--- config.mk ---
export PLATFORM = sky130hd
export DESIGN_NAME = daddr_bank
export DESIGN_NICKNAME = d
export VERILOG_FILES = /design/src/rtl/daddr_bank.sv
export SDC_FILE = /design/constraint.sdc
export NUM_CORES = 1
export LEC_CHECK = 0
export CAP_MARGIN = 15
export CORE_MARGIN = 1.5
export CORE_UTILIZATION = 46
export DETAILED_ROUTE_END_ITERATION = 16
export HOLD_SLACK_MARGIN = 0.15
export PLACE_DENSITY = 0.65
export SYNTH_ARGS = -nofsm -noshare
export SYNTH_HDL_FRONTEND = slang
export SYNTH_SLANG_ARGS = --single-unit
--- constraint.sdc ---
create_clock -name clk -period 3.2 [get_ports clk]
set_input_delay 0.64 -clock clk [delete_from_list [all_inputs] [get_ports clk]]
set_output_delay 0.64 -clock clk [all_outputs]
set_load 0.1 [all_outputs]
--- src/rtl/daddr_bank.sv ---
`default_nettype none
// +--------------------------------------------------------------------------+
// | daddr_bank                                                               |
// | Bank of NUM_PTR data-address pointers updated by one op per cycle.       |
// | Revision: 1.0                                                            |
// +--------------------------------------------------------------------------+
module daddr_bank #(
  parameter int DATA_BITWIDTH = 8,
  parameter int ADDR_BITWIDTH = 16,
  parameter int NUM_PTR       = 4,
  parameter int IMM_BITWIDTH  = 11,
  parameter int STRIDE        = 1,
  parameter int SAT_MODE      = 0,
  localparam int PSW   = (NUM_PTR > 1) ? $clog2(NUM_PTR) : 1,
  localparam int LANES = (ADDR_BITWIDTH + DATA_BITWIDTH - 1) / DATA_BITWIDTH,
  localparam int LW    = (LANES > 1) ? $clog2(LANES) : 1
) (
  input  logic                     clk,
  input  logic                     rst_n,
  input  logic                     op_valid,
  input  logic [2:0]               op_code,
  input  logic [PSW-1:0]           op_ptr,
  input  logic [LW-1:0]            op_lane,
  input  logic                     op_neg,
  input  logic [IMM_BITWIDTH-1:0]  op_imm,
  input  logic [DATA_BITWIDTH-1:0] data,
  input  logic [PSW-1:0]           rd_ptr,
  output logic [ADDR_BITWIDTH-1:0] data_addr,
  output logic [NUM_PTR-1:0]       ovf_flags
);

  localparam int       c_AW           = ADDR_BITWIDTH;
  localparam logic [2:0] c_OP_MOD      = 3'd1;
  localparam logic [2:0] c_OP_SET_IMM  = 3'd2;
  localparam logic [2:0] c_OP_SET_DATA = 3'd3;
  localparam logic [2:0] c_OP_INC      = 3'd4;
  localparam logic [2:0] c_OP_COPY     = 3'd5;
  localparam logic [2:0] c_OP_CLR      = 3'd6;

  logic [c_AW-1:0]          r_ptr [NUM_PTR];
  logic [NUM_PTR-1:0]       r_ovf;

  logic [c_AW-1:0]          w_cur;
  logic [c_AW-1:0]          w_src;
  logic                     w_ptr_ok;
  logic                     w_sub;
  logic [c_AW:0]            w_opnd;
  logic [c_AW:0]            w_sum;
  logic                     w_carry;
  logic [c_AW-1:0]          w_arith;
  logic [DATA_BITWIDTH-1:0] w_lane_val;
  logic [c_AW-1:0]          w_set;
  logic [c_AW-1:0]          w_next;
  logic                     w_we;
  logic                     w_set_ovf;
  logic                     w_clr_ovf;

  // Out-of-range indices (non-power-of-2 NUM_PTR) match no register.
  always_comb begin
    w_cur    = '0;
    w_src    = '0;
    w_ptr_ok = 1'b0;
    for (int i = 0; i < NUM_PTR; i++) begin
      if (op_ptr == PSW'(i)) begin
        w_cur    = r_ptr[i];
        w_ptr_ok = 1'b1;
      end
      if (rd_ptr == PSW'(i)) begin
        w_src = r_ptr[i];
      end
    end
  end

  // One extra bit captures carry on add and borrow on subtract alike.
  always_comb begin
    w_sub   = (op_code == c_OP_MOD) && op_neg;
    w_opnd  = (op_code == c_OP_INC) ? (c_AW+1)'(STRIDE) : (c_AW+1)'(op_imm);
    w_sum   = w_sub ? ({1'b0, w_cur} - w_opnd) : ({1'b0, w_cur} + w_opnd);
    w_carry = w_sum[c_AW];
    if (w_carry && (SAT_MODE != 0)) begin
      w_arith = w_sub ? '0 : '1;
    end else begin
      w_arith = w_sum[c_AW-1:0];
    end
  end

  assign w_lane_val = (op_code == c_OP_SET_IMM) ? op_imm[DATA_BITWIDTH-1:0] : data;

  // Top lane may be narrower than DATA_BITWIDTH; excess lane bits are dropped.
  for (genvar l = 0; l < LANES; l++) begin : g_lane
    localparam int LO = l * DATA_BITWIDTH;
    localparam int HI = (LO + DATA_BITWIDTH > c_AW) ? c_AW : (LO + DATA_BITWIDTH);
    assign w_set[HI-1:LO] = (op_lane == LW'(l)) ? w_lane_val[HI-LO-1:0] : w_cur[HI-1:LO];
  end

  always_comb begin
    w_next    = w_cur;
    w_we      = 1'b0;
    w_set_ovf = 1'b0;
    w_clr_ovf = 1'b0;
    case (op_code)
      c_OP_MOD, c_OP_INC: begin
        w_next    = w_arith;
        w_we      = 1'b1;
        w_set_ovf = w_carry;
      end
      c_OP_SET_IMM, c_OP_SET_DATA: begin
        w_next = w_set;
        w_we   = 1'b1;
      end
      c_OP_COPY: begin
        w_next = w_src;
        w_we   = 1'b1;
      end
      c_OP_CLR: begin
        w_next    = '0;
        w_we      = 1'b1;
        w_clr_ovf = 1'b1;
      end
      default: begin
        w_we = 1'b0;
      end
    endcase
    w_we = w_we && op_valid && w_ptr_ok;
  end

  always_ff @(posedge clk or negedge rst_n) begin
    if (!rst_n) begin
      for (int i = 0; i < NUM_PTR; i++) begin
        r_ptr[i] <= '0;
      end
      r_ovf <= '0;
    end else if (w_we) begin
      for (int i = 0; i < NUM_PTR; i++) begin
        if (op_ptr == PSW'(i)) begin
          r_ptr[i] <= w_next;
          if (w_clr_ovf) begin
            r_ovf[i] <= 1'b0;
          end else if (w_set_ovf) begin
            r_ovf[i] <= 1'b1;
          end
        end
      end
    end
  end

  assign data_addr = w_src;
  assign ovf_flags = r_ovf;

endmodule
`default_nettype wire
==> summary.md, run 1 <==
| Metric | Value |
|---|---|
| Syn Area/Cell | 10.41 sq um |
| CTS Hold Bufs | 0 |
| Failing checks | setup timing |
| Port Buffer Count | 50 |
| Critical-path maximum fanout | 5 |
| Critical path class | in2reg |
| Area of the multi-input gates | 3795 sq um |
| CP max-delay cell | or3_4 |
| P_sw | 0.002939 W |
| IO Count | 51 |
| Synth-to-Final Area Change | 46.55% |
| Reg2reg end | r_ptr[31]$_DFFE_PN0P_ |
| RSZ-0062 raised after global routing | yes |
| Post-DP HPWL | 13050 um |
| Slowest cell delay on critical path | 0.39 ns |
| Seq pwr share | 22.5% |
| Clk root buf | clkbuf_16 |
| Final hold violation count | 0 |
| Lkg Pwr | 3.255 nW |
| Seq. cell area | 1702 sq um |
| Clk buf depth | 2 |
| Number of vias in the routed layout | 4895 |
| Fillers | 802 |
| Num CTS Buffers | 9 |
| Critical Path RT | 3.41 ns |
| Cell area after synthesis | 5192 sq um |
| Yosys reg bits | 68 |
| Most used DFF post-synth | dfrtp_1 |
| Die area | 11930 sq um |
| Placer Congestion | 0.9484 |
| GRT Util Overall | 30.89% |
| Clock slew at the register clock pins of the worst setup and hold paths | 0.05 ns |
| Crit start category | primary input |
| Synth async-reset ratio | 100.0% |
| Largest net degree at the start of global routing | 28 |
| Period minus WS final | 3.434 ns |
| Chip height | 109.2 um |
| First-pass GRT wire length | 27470 um |
| Fin crit share | 107.3% |
| Grt ovf | 0 |
| Final WS setup | -0.2340 ns |
| Register-to-register setup slack | 0.22 ns |
| Max Cap Violations | 0 |
| CP Capture Type | register |
| Share of cells above drive strength 1 | 51.30% |
| Initial antenna violation count | 0 |
| Pre-antenna DRT Iters | 5 |
| Sequential fraction of the synthesis area | 32.77% |
| Status | finished, violations left |
| Max-slew violation count | 0 |
| Mapped Nets | 548 |
| CTS tree | built |
| CP Data Arrival Time | 3.65 ns |
| Initial cell density of the core | 47.48% |
| Total wire length | 17480 um |
| Chip Width | 109.2 um |
| Relative slew slack | 48.22% |
| Nets | 698 |
| Peak VDD IR | 603.0 uV |
| # diodes | 0 |
| Crit path top cell by count | or3_4 |
| Final setup vio count | 28 |
| Slew @ Worst Pin | 0.7739 ns |
| Power density cells | 879.0 nW/um^2 |
| Unique masters post-synth | 68 |
| Switching Fraction | 43.94% |
| Worst slack, placed | -0.9983 ns |
| R2R cell count | 10 |
| Clock share of power | 13.3% |
| Worst Skew | 0.005311 ns |
| DR DRC count | 0 |
| Hold_ws | 0.2334 ns |
| H-Tree Depth | 3 |
| Insertion delay to the later sink of the worst-skew pair | 0.33 ns |
| Reg2reg start | r_ptr[17]$_DFFE_PN0P_ |
| Core area | 10940 sq um |
| WL per Instance | 22.05 um |
| EDFF count, synth | 0 |
| Peak Freq | 0.2912 GHz |
| Post-DR vias/cell | 6.173 |
| Clock tree sinks | 68 |
| Worst min path class | in2async |
| Combinational share of power | 64.2% |
| CP cell instances | buf_6 > or3_4 > o41ai_4 > buf_4 > nand2_1 > xor2_1 > nor2_1 > ha_1 > a21oi_1 > o21ai_2 > a41o_4 > nor4b_4 > or3_4 > mux2_4 |
| Number of global-route vias before repair | 5140 |
| FP Rows | 38 |
| Synth warnings | 0 |
| Final ANT Viol Nets | 0 |
| Int Pwr | 0.003750 W |
| Synthesized instance count | 499 |
| DR iter-0 viols | 528 |
how the worst max path moves through the flow:
stage	cells after the start	endpoint	start	slack, ns
global placement	15	r_ptr[15]$_DFFE_PN0P_	op_code[0]	-0.93
finish	14	r_ptr[60]$_DFFE_PN0P_	op_imm[3]	-0.23
floorplan	18	r_ptr[12]$_DFFE_PN0P_	op_code[0]	-0.42
detailed placement	15	r_ptr[31]$_DFFE_PN0P_	op_code[0]	-1.0
CTS	14	r_ptr[60]$_DFFE_PN0P_	op_imm[3]	-0.15
global route	14	r_ptr[60]$_DFFE_PN0P_	op_imm[3]	-0.32
power by group through the flow:
stage	logic, W	clock network (W)	registers, W
4_1_cts	0.00398	0.000904	0.00148
3_5_place_dp	0.00372	0	0.00148
2_1_floorplan	0.00236	0	0.00144
3_3_place_gp	0.00364	0	0.00143
5_1_grt	0.00450	0.000946	0.00154
6_report	0.00429	0.000892	0.00150
routing by layer:
layer	track usage (%)	wire, um
met1	40.06	7384
met2	52.41	8807
met3	4.124	876
met4	12.15	415
met5	0	0
timing repair:
| item | CTS | global route |
|---|---|---|
| pin swaps | 34 | 35 |
| resized for setup | 97 | 49 |
| buffers inserted | 13 | 7 |
| setup endpoints to repair | 52 | 41 |
worst max-delay path: cells and delay by family:
family | cells | cell delay (ns)
AO/OA/AOI/OAI | 4 | 0.90
adder cells (fa/ha/maj) | 1 | 0.28
buffers and inverters | 2 | 0.29
multiplexers | 1 | 0.28
AND/OR/NAND/NOR | 5 | 1.10
XOR/XNOR | 1 | 0.14
cell usage after synthesis, drive strengths merged (4+ instances only):
| master | number | area share [%] |
|---|---|---|
| nand2b | 4 | 0.48 |
| a21oi | 42 | 4.1 |
| mux4 | 32 | 14 |
| o31ai | 5 | 1.1 |
| a21boi | 6 | 0.94 |
| o22ai | 4 | 0.48 |
| mux2 | 50 | 11 |
| nor2 | 43 | 3.2 |
| xnor2 | 6 | 1.0 |
| o21a | 6 | 0.87 |
| xor2 | 9 | 1.9 |
| nand3 | 7 | 0.67 |
| clkbuf | 17 | 1.2 |
| o21ai | 28 | 2.8 |
| dfrtp | 68 | 33 |
| nor2b | 9 | 1.1 |
| nor3 | 8 | 0.87 |
| ha | 17 | 4.1 |
| a22oi | 7 | 1.0 |
| or3 | 4 | 0.58 |
| inv | 8 | 0.58 |
| nand2 | 45 | 3.4 |
| buf | 18 | 2.1 |
| a31oi | 8 | 0.96 |
| a221oi | 5 | 1.1 |
cell type report:
type,instances,area share (%)
tap,140,2.302
clock buffer,13,3.420
sequential,68,22.36
multi-input combinational,388,49.87
clock inverter,2,0.1315
inverter,8,0.3946
timing repair buffer,174,21.52
cells by family after synthesis:
| group | after synthesis | share of synthesized area, % |
|---|---|---|
| flip-flops | 68 | 32.77 |
| AND/OR/NAND/NOR | 137 | 13.13 |
| adder cells (fa/ha/maj) | 18 | 4.482 |
| multiplexers | 84 | 25.11 |
| XOR/XNOR | 15 | 2.892 |
| AO/OA/AOI/OAI | 134 | 17.74 |
| buffers and inverters | 43 | 3.879 |
through the flow:
| step | area [sq um] | util (%) | TNS (ns) | cells | total power [W] |
|---|---|---|---|---|---|
| final | 7610 | 69.59 | -4.767 | 793 | 0.006689 |
| after global routing | 7610 | 69.59 | -7.864 | 793 | 0.006980 |
| after CTS | 7330 | 67.03 | -3.210 | 786 | 0.006364 |
| after detailed placement | 6768 | 61.89 | -43.19 | 758 | 0.005201 |
| after global placement | 6768 | 61.89 | -38.92 | 758 | 0.005074 |
| after floorplan | 5338 | - | -7.792 | 499 | 0.003798 |
cells in the final DEF, fill, tap and decap left out, drive strengths merged, types with 3 or more instances in the layout:
cell           netlist  final
xnor2                6      6
nand2               45     45
ha                  17     17
a21oi               42     42
o21a                 6      6
clkdlybuf4s50        0     14
a22oi                7      7
a21boi               6      6
a221oi               5      5
o22ai                4      4
mux4                32     32
o21ai               28     28
nand4                3      3
o31ai                5      5
a31oi                8      8
nor2b                9      9
clkbuf              17     13
dfrtp               68     68
or3                  4      4
dlygate4sd2          0      6
xor2                 9      9
nand3                7      7
inv                  8      8
nor2                43     43
o2111ai              3      3
a211oi               3      3
a22o                 3      3
mux2                50     50
nand2b               4      4
nand3b               3      3
buf                 18    154
nor3                 8      8
registers in the layout, summed over array words and instances (netlist names):
register / cells
r_ptr: 64
ovf_flags: 4
Power figures use the tool's default switching activity.
==> run 2, diff against run 1 <==
--- a/config.mk
+++ b/config.mk
@@ -8,9 +8,11 @@
 export CAP_MARGIN = 15
 export CORE_MARGIN = 1.5
 export CORE_UTILIZATION = 46
+export CTS_CLUSTER_SIZE = 10
 export DETAILED_ROUTE_END_ITERATION = 16
 export HOLD_SLACK_MARGIN = 0.15
 export PLACE_DENSITY = 0.65
+export SETUP_SLACK_MARGIN = 0.02
 export SYNTH_ARGS = -nofsm -noshare
 export SYNTH_HDL_FRONTEND = slang
 export SYNTH_SLANG_ARGS = --single-unit
==> run 2 against run 1 <==
Clock skew fell by 0.0012 ns. Setup slack improved by 0.031 ns. Largest power group unchanged. Non-clock buffer count is 4 higher. Via count down 0.74%. First-iteration DRC count is 24% lower. Design area increased by 0.23%. Register-to-register slack barely moved. Highest routed layer unchanged. Clock power up 11%. Combinational power hardly changed. Count of clock-buffer cells in the layout is 1 higher. Global-route usage decreased by 1.8 points. The flow still finishes with violations (setup timing).
==> summary.md, run 2 (synthesis gave the netlist of run 1 again) <==
| Metric | Value |
|---|---|
| Status | finished, violations left |
| Failing checks | setup timing |
| CP Capture Type | register |
| Critical-path maximum fanout | 6 (+1) |
| Port Buffer Count | 50 (unchanged) |
| Crit path top cell by count | buf_6 |
| Clock tree sinks | 68 (unchanged) |
| Clk buf depth | 2 (unchanged) |
| Final WS setup | -0.2034 ns (+0.03061 ns) |
| Reg2reg start | r_ptr[0]$_DFFE_PN0P_ |
| Nets | 702 (+0.57%) |
| Core area | 10940 sq um (unchanged) |
| Register-to-register setup slack | 0.22 ns (about the same) |
| Post-DP HPWL | 12480 um (-4.4%) |
| CP startpoint | op_ptr[0] |
| Crit start category | primary input |
| Largest Register | r_ptr |
| Peak Freq | 0.2938 GHz (+0.90%) |
| Largest net degree at the start of global routing | 27 (-3.6%) |
| Final hold violation count | 0 (unchanged) |
| DR iter-0 viols | 399 (-24%) |
| CP Depth | 14 (unchanged) |
| Synth-to-Final Area Change | 46.89% |
| Share of cells above drive strength 1 | 51.29% (about the same) |
| CTS tree | built |
| Max-slew violation count | 0 (unchanged) |
| FP Rows | 38 (unchanged) |
| Fillers | 769 (-4.1%) |
| Insertion delay to the later sink of the worst-skew pair | 0.33 ns (about the same) |
| Pre-antenna DRT Iters | 4 (-1) |
| Pwr Total | 0.006748 W (+0.88%) |
| Critical path class | in2reg |
| R2R cell count | 11 (+1) |
| # diodes | 0 (unchanged) |
| Placer Congestion | 0.9404 (-0.84%) |
| Peak VDD IR | 620.3 uV (+2.9%) |
| IO Count | 51 (unchanged) |
| Clock slew at the register clock pins of the worst setup and hold paths | 0.05 ns (about the same) |
| Num CTS Buffers | 9 (unchanged) |
| Total negative slack | -3.777 ns (+0.9898 ns) |
| Post-DR vias/cell | 6.097 (-1.2%) |
| Worst min path class | in2async |
| Grt ovf | 0 (unchanged) |
| Fin crit share | 106.4% (-0.96 points) |
| WL per Instance | 21.23 um (-3.7%) |
| Slew @ Worst Pin | 0.8776 ns (+0.1037 ns) |
| GRT Util Overall | 29.09% (-1.8 points) |
| CTS Hold Bufs | 0 (unchanged) |
| CP Data Arrival Time | 3.62 ns (-0.03 ns) |
| CP endpoint | r_ptr[44]$_DFFE_PN0P_ |
| CP top delay family | compound AO/OA/AOI/OAI gates |
| Max Cap Violations | 0 (unchanged) |
| Chip height | 109.2 um (unchanged) |
| First-pass GRT wire length | 25810 um (-6.1%) |
| Lkg Pwr | 3.249 nW (-0.19%) |
| Relative slew slack | 41.04% (-7.2 points) |
| Leading cell type in the layout, fill and taps excluded | buf_4 |
| Initial cell density of the core | 47.48% (unchanged) |
| Number of vias in the routed layout | 4859 (-0.74%) |
| Initial antenna violation count | 0 (unchanged) |
| Final ANT Viol Nets | 0 (unchanged) |
| CP bufs+invs | 4 (+2) |
| H-Tree Depth | 3 (unchanged) |
| CP max-delay cell | fa_2 |
| DR DRC count | 0 (unchanged) |
| Clk root buf | clkbuf_16 |
| Chip Width | 109.2 um (unchanged) |
| RSZ-0062 raised after global routing | yes |
| Worst Skew | 0.004125 ns (-0.001186 ns) |
| Period minus WS final | 3.403 ns (-0.03061 ns) |
| Power density cells | 884.7 nW/um^2 (+0.65%) |
| Number of global-route vias before repair | 4838 (-5.9%) |
| Worst slack, placed | -0.9331 ns (+0.06528 ns) |
| Final setup vio count | 32 (+14%) |
| Total wire length | 16920 um (-3.2%) |
| Critical Path RT | 3.41 ns (about the same) |
| Reg2reg end | r_ptr[44]$_DFFE_PN0P_ |
| Max reg flops | 64 (unchanged) |
| Die area | 11930 sq um (unchanged) |
| Most frequent cells in the layout | 117 x buf_4, 68 x dfrtp_1, 38 x nand2_1, 38 x nor2_1, 36 x mux2_2 |
| Slowest cell delay on critical path | 0.42 ns (+0.03 ns) |
| CP cell instances | clkdlybuf4s15_1 > buf_6 > buf_6 > mux4_2 > inv_2 > ha_4 > fa_2 > nor2b_4 > o2111ai_2 > a21boi_2 > a41o_4 > a31oi_1 > or3_4 > mux2_4 |
[run 2: where the power goes]
part	switching (W)	internal, W	total, W
logic	0.00231	0.00196	0.00427
registers	0.000268	0.00121	0.00148
clock network	0.000329	0.000662	0.000991
total	0.00291	0.00384	0.00675
[run 2: timing repair]
item	CTS	global route
endpoints found under the setup margin	52	44
buffers inserted	15	13
resized for setup	85	49
pin swaps	31	32
[run 2: worst min path at each step]
stage	start	to	slack, ns	depth (start not counted)
floorplan	rst_n	ovf_flags[0]$_DFFE_PN0P_	0.34	0
global placement	r_ptr[52]$_DFFE_PN0P_	r_ptr[52]$_DFFE_PN0P_	0.48	2
detailed placement	r_ptr[52]$_DFFE_PN0P_	r_ptr[52]$_DFFE_PN0P_	0.50	2
CTS	rst_n	ovf_flags[2]$_DFFE_PN0P_	0.32	1
global route	rst_n	r_ptr[13]$_DFFE_PN0P_	0.34	1
finish	rst_n	r_ptr[62]$_DFFE_PN0P_	0.31	1
[run 2: cell type report]
class | count | area [sq um] | share of cell area, %
Timing Repair Buffer | 178 | 1642 | 21.52
Sequential cell | 68 | 1702 | 22.31
Clock inverter | 1 | 30.03 | 0.3937
Tap cell | 140 | 175.2 | 2.297
Clock buffer | 14 | 274.0 | 3.593
Multi-Input combinational cell | 388 | 3775 | 49.49
Inverter | 8 | 30.03 | 0.3937
[run 2: worst reg2reg max path: cells and delay by family (launching register included)]
| family | cells | cell delay (ns) |
|---|---|---|
| compound gates | 3 | 0.60 |
| fa+ha+maj | 2 | 0.39 |
| buf+inv | 1 | 0.09 |
| flops | 1 | 0.38 |
| mux | 2 | 0.80 |
| simple gates | 3 | 0.60 |
[run 2: routing by layer]
metal	share of wire [%]	track usage [%]	vias up	wire (um)
met5	0	0	-	0
met4	3.2	10.39	0	544
met3	6.0	4.483	41	1007
met2	48	48.13	180	8165
met1	43	38.81	2437	7205
li1	-	-	2201	-
[run 2: stage by stage]
stage / utilization [%] / cells / instance area (sq um) / hold slack, ns
finish: 69.75 / 797 / 7627 / 0.3102
global route: 69.75 / 797 / 7627 / 0.3436
CTS: 66.61 / 784 / 7284 / 0.3155
detailed placement: 61.44 / 754 / 6719 / 0.5045
global placement: 61.44 / 754 / 6719 / 0.4764
floorplan: - / 499 / 5344 / 0.3444
==> run 3, diff against run 2 <==
--- a/config.mk
+++ b/config.mk
@@ -5,12 +5,13 @@
 export SDC_FILE = /design/constraint.sdc
 export NUM_CORES = 1
 export LEC_CHECK = 0
-export CAP_MARGIN = 15
+export CAP_MARGIN = 30
 export CORE_MARGIN = 1.5
 export CORE_UTILIZATION = 46
 export CTS_CLUSTER_SIZE = 10
 export DETAILED_ROUTE_END_ITERATION = 16
 export HOLD_SLACK_MARGIN = 0.15
+export MAX_ROUTING_LAYER = met4
 export PLACE_DENSITY = 0.65
 export SETUP_SLACK_MARGIN = 0.02
 export SYNTH_ARGS = -nofsm -noshare
==> run 3 against run 2 <==
The flow still finishes with violations (setup timing). Count of clock-buffer cells in the layout unchanged. Non-clock buffer count grew 14. Clock power down 4.7%. Routed wire length is 5.2% higher. Combinational power increased by 5.9%. Utilization grew 1.9 points. Critical endpoint is now r_ptr[12]$_DFFE_PN0P_.
==> summary.md, run 3 (synthesis gave the netlist of run 1 again) <==
| Metric | Value |
|---|---|
| Die area | 11930 sq um (unchanged) |
| Power density cells | 887.0 nW/um^2 (+0.26%) |
| Number of global-route vias before repair | 5025 (+3.9%) |
| Final instance area | 7838 sq um (+2.8%) |
| Switching Fraction | 43.38% (+0.29 points) |
| Lkg Pwr | 3.395 nW (+4.5%) |
| Critical path class | in2reg |
| DR DRC count | 0 (unchanged) |
| Nets | 716 (+2.0%) |
| Max-slew violation count | 0 (unchanged) |
| Pre-antenna DRT Iters | 5 (+1) |
| CP Data Arrival Time | 3.66 ns (+0.04 ns) |
| Final cell count without fillers | 811 (+1.8%) |
| DR iter-0 viols | 425 (+6.5%) |
| IO Count | 51 (unchanged) |
| Grt ovf | 0 (unchanged) |
| Initial antenna violation count | 0 (unchanged) |
| Worst min path class | in2async |
| Clock tree sinks | 68 (unchanged) |
| Seq pwr share | 21.4% (-0.6 points) |
| CP cell instances | buf_6 > nor2b_4 > nor2b_4 > buf_4 > o41ai_4 > buf_4 > nand2_1 > xor2_1 > nor2_1 > ha_1 > a21oi_2 > o21ai_2 > a41o_4 > nor4b_4 > or3_4 > mux2_4 |
| Period minus WS final | 3.448 ns (+0.04482 ns) |
| P_sw | 0.003016 W (+3.7%) |
| Largest net degree at the start of global routing | 27 (unchanged) |
| Critical-path maximum fanout | 5 (-1) |
| Clk root buf | clkbuf_16 |
| CP bufs+invs | 3 (-1) |
| CP top delay family | simple AND/OR/NAND/NOR gates |
| Synth-to-Final Area Change | 50.94% |
| Combinational share of power | 65.0% (+1.7 points) |
| Final WS setup | -0.2482 ns (-0.04482 ns) |
| WL per Instance | 21.94 um (+3.3%) |
| Final hold violation count | 0 (unchanged) |
| CP max-delay cell | or3_4 |
| First-pass GRT wire length | 26970 um (+4.5%) |
| Most frequent cells in the layout | 124 x buf_4, 68 x dfrtp_1, 37 x nand2_1, 37 x nor2_1, 32 x mux4_2 |
| H-Tree Depth | 3 (unchanged) |
| Chip height | 109.2 um (unchanged) |
| Max Cap Violations | 0 (unchanged) |
| Largest Register | r_ptr |
| FP Rows | 38 (unchanged) |
| Worst Skew | 0.006025 ns (+0.001900 ns) |
| Placer Congestion | 0.9804 (+4.3%) |
| Slew @ Worst Pin | 0.8039 ns (-0.07363 ns) |
| Peak Freq | 0.2900 GHz (-1.3%) |
| Critical Path RT | 3.42 ns (about the same) |
| Post-DR vias/cell | 6.083 (-0.23%) |
| Crit start category | primary input |
| Status | finished, violations left |
| Relative slew slack | 45.99% (+4.9 points) |
| Final ANT Viol Nets | 0 (unchanged) |
| Clock slew at the register clock pins of the worst setup and hold paths | 0.05 ns (about the same) |
| Num CTS Buffers | 9 (unchanged) |
| # diodes | 0 (unchanged) |
| Slowest cell delay on critical path | 0.42 ns (about the same) |
| Peak VDD IR | 716.8 uV (+16%) |
| GRT Util Overall | 31.27% (+2.2 points) |
| Core area | 10940 sq um (unchanged) |
| Failing checks | setup timing |
| Pwr Total | 0.006952 W (+3.0%) |
| Clk buf depth | 2 (unchanged) |
| Fin crit share | 107.8% (+1.4 points) |
| Total negative slack | -5.505 ns (-1.728 ns) |
| Share of cells above drive strength 1 | 53.50% (+2.2 points) |
| Port Buffer Count | 50 (unchanged) |
| Post-DP HPWL | 12520 um (+0.34%) |
| Int Pwr | 0.003936 W (+2.5%) |
| Total wire length | 17790 um (+5.2%) |
| CTS tree | built |
| Initial cell density of the core | 47.48% (unchanged) |
| Leading cell type in the layout, fill and taps excluded | buf_4 |
| Insertion delay to the later sink of the worst-skew pair | 0.33 ns (about the same) |
| RSZ-0062 raised after global routing | yes |
| Post-Route Utilization | 71.67% (+1.9 points) |
| CP Capture Type | register |
| Max reg flops | 64 (unchanged) |
| Chip Width | 109.2 um (unchanged) |
| Number of vias in the routed layout | 4933 (+1.5%) |
| Area after DPL | 6711 sq um (-0.11%) |
| Clock share of power | 13.6% (-1.1 points) |
| Placed Cells incl. Taps | 753 (-0.13%) |
| Final setup vio count | 36 (+13%) |
[run 3: cell count changes in the layout (fill, tap and decap cells not counted), moves of 3 or more]
cell     change
a21oi_1      -3
mux2_2       -8
mux2_4       +8
a21oi_2      +5
buf_6       +12
buf_4        +7
buf_2        -4
[run 3: per-stage QoR]
stage               setup slack, ns  hold WS [ns]
global placement            -0.8827        0.4761
detailed placement          -0.9235        0.4933
floorplan                   -0.4167        0.3444
global route                -0.3451        0.3473
CTS                         -0.2261        0.3208
finish                      -0.2482        0.3068
[run 3: path summary, 6_finish.rpt]
check	from	end	slack [ns]	depth (start not counted)
max	op_code[2]	r_ptr[12]$_DFFE_PN0P_	-0.25	16
min	rst_n	ovf_flags[2]$_DFFE_PN0P_	0.31	1
max reg2reg	r_ptr[0]$_DFFE_PN0P_	r_ptr[12]$_DFFE_PN0P_	0.15	11
min reg2reg	r_ptr[55]$_DFFE_PN0P_	r_ptr[55]$_DFFE_PN0P_	0.52	2
max in group asynchronous	rst_n	r_ptr[35]$_DFFE_PN0P_	2.15	2
min in group clk	r_ptr[55]$_DFFE_PN0P_	r_ptr[55]$_DFFE_PN0P_	0.52	2
[run 3: layout make-up]
type / count / area (sq um)
inverter: 8 / 30.03
fill: 789 / 3098
clock inverter: 1 / 5.005
clock buffer: 14 / 284.0
timing repair buffer: 192 / 1798
multi-input combinational: 388 / 3844
tap: 140 / 175.2
sequential: 68 / 1702
[run 3: worst reg2reg max path, delay by kind of cell, from the launching register on]
kind,cells,cell delay [ns]
compound gates,3,0.65
buf+inv,1,0.09
simple gates,3,0.61
fa+ha+maj,2,0.39
mux,2,0.80
flops,1,0.40
[run 3: timing repair]
item / 4_1_cts / 5_1_grt
buffers inserted: 28 / 16
pin swaps: 43 / 40
gates cloned: 0 / 0
hold buffers: 0 / 0
resized for setup: 113 / 58
setup endpoints to repair: 52 / 48
[run 3: power groups by stage]
| stage | clock network, W | registers (W) | logic, W |
|---|---|---|---|
| after CTS | 0.000955 | 0.00147 | 0.00413 |
| after detailed placement | 0 | 0.00148 | 0.00366 |
| after global placement | 0 | 0.00143 | 0.00361 |
| final | 0.000944 | 0.00149 | 0.00452 |
| after floorplan | 0 | 0.00144 | 0.00236 |
| after global routing | 0.000989 | 0.00153 | 0.00471 |
[run 3: per-layer routing]
layer	GRT usage [%]	routed length, um	vias to the layer above	part of all wire [%]
li1	-	-	2222	-
met4	13.17	656	0	3.7
met2	50.40	8650	201	49
met5	-	0	-	0
met1	38.72	7359	2463	41
met3	5.738	1126	47	6.3
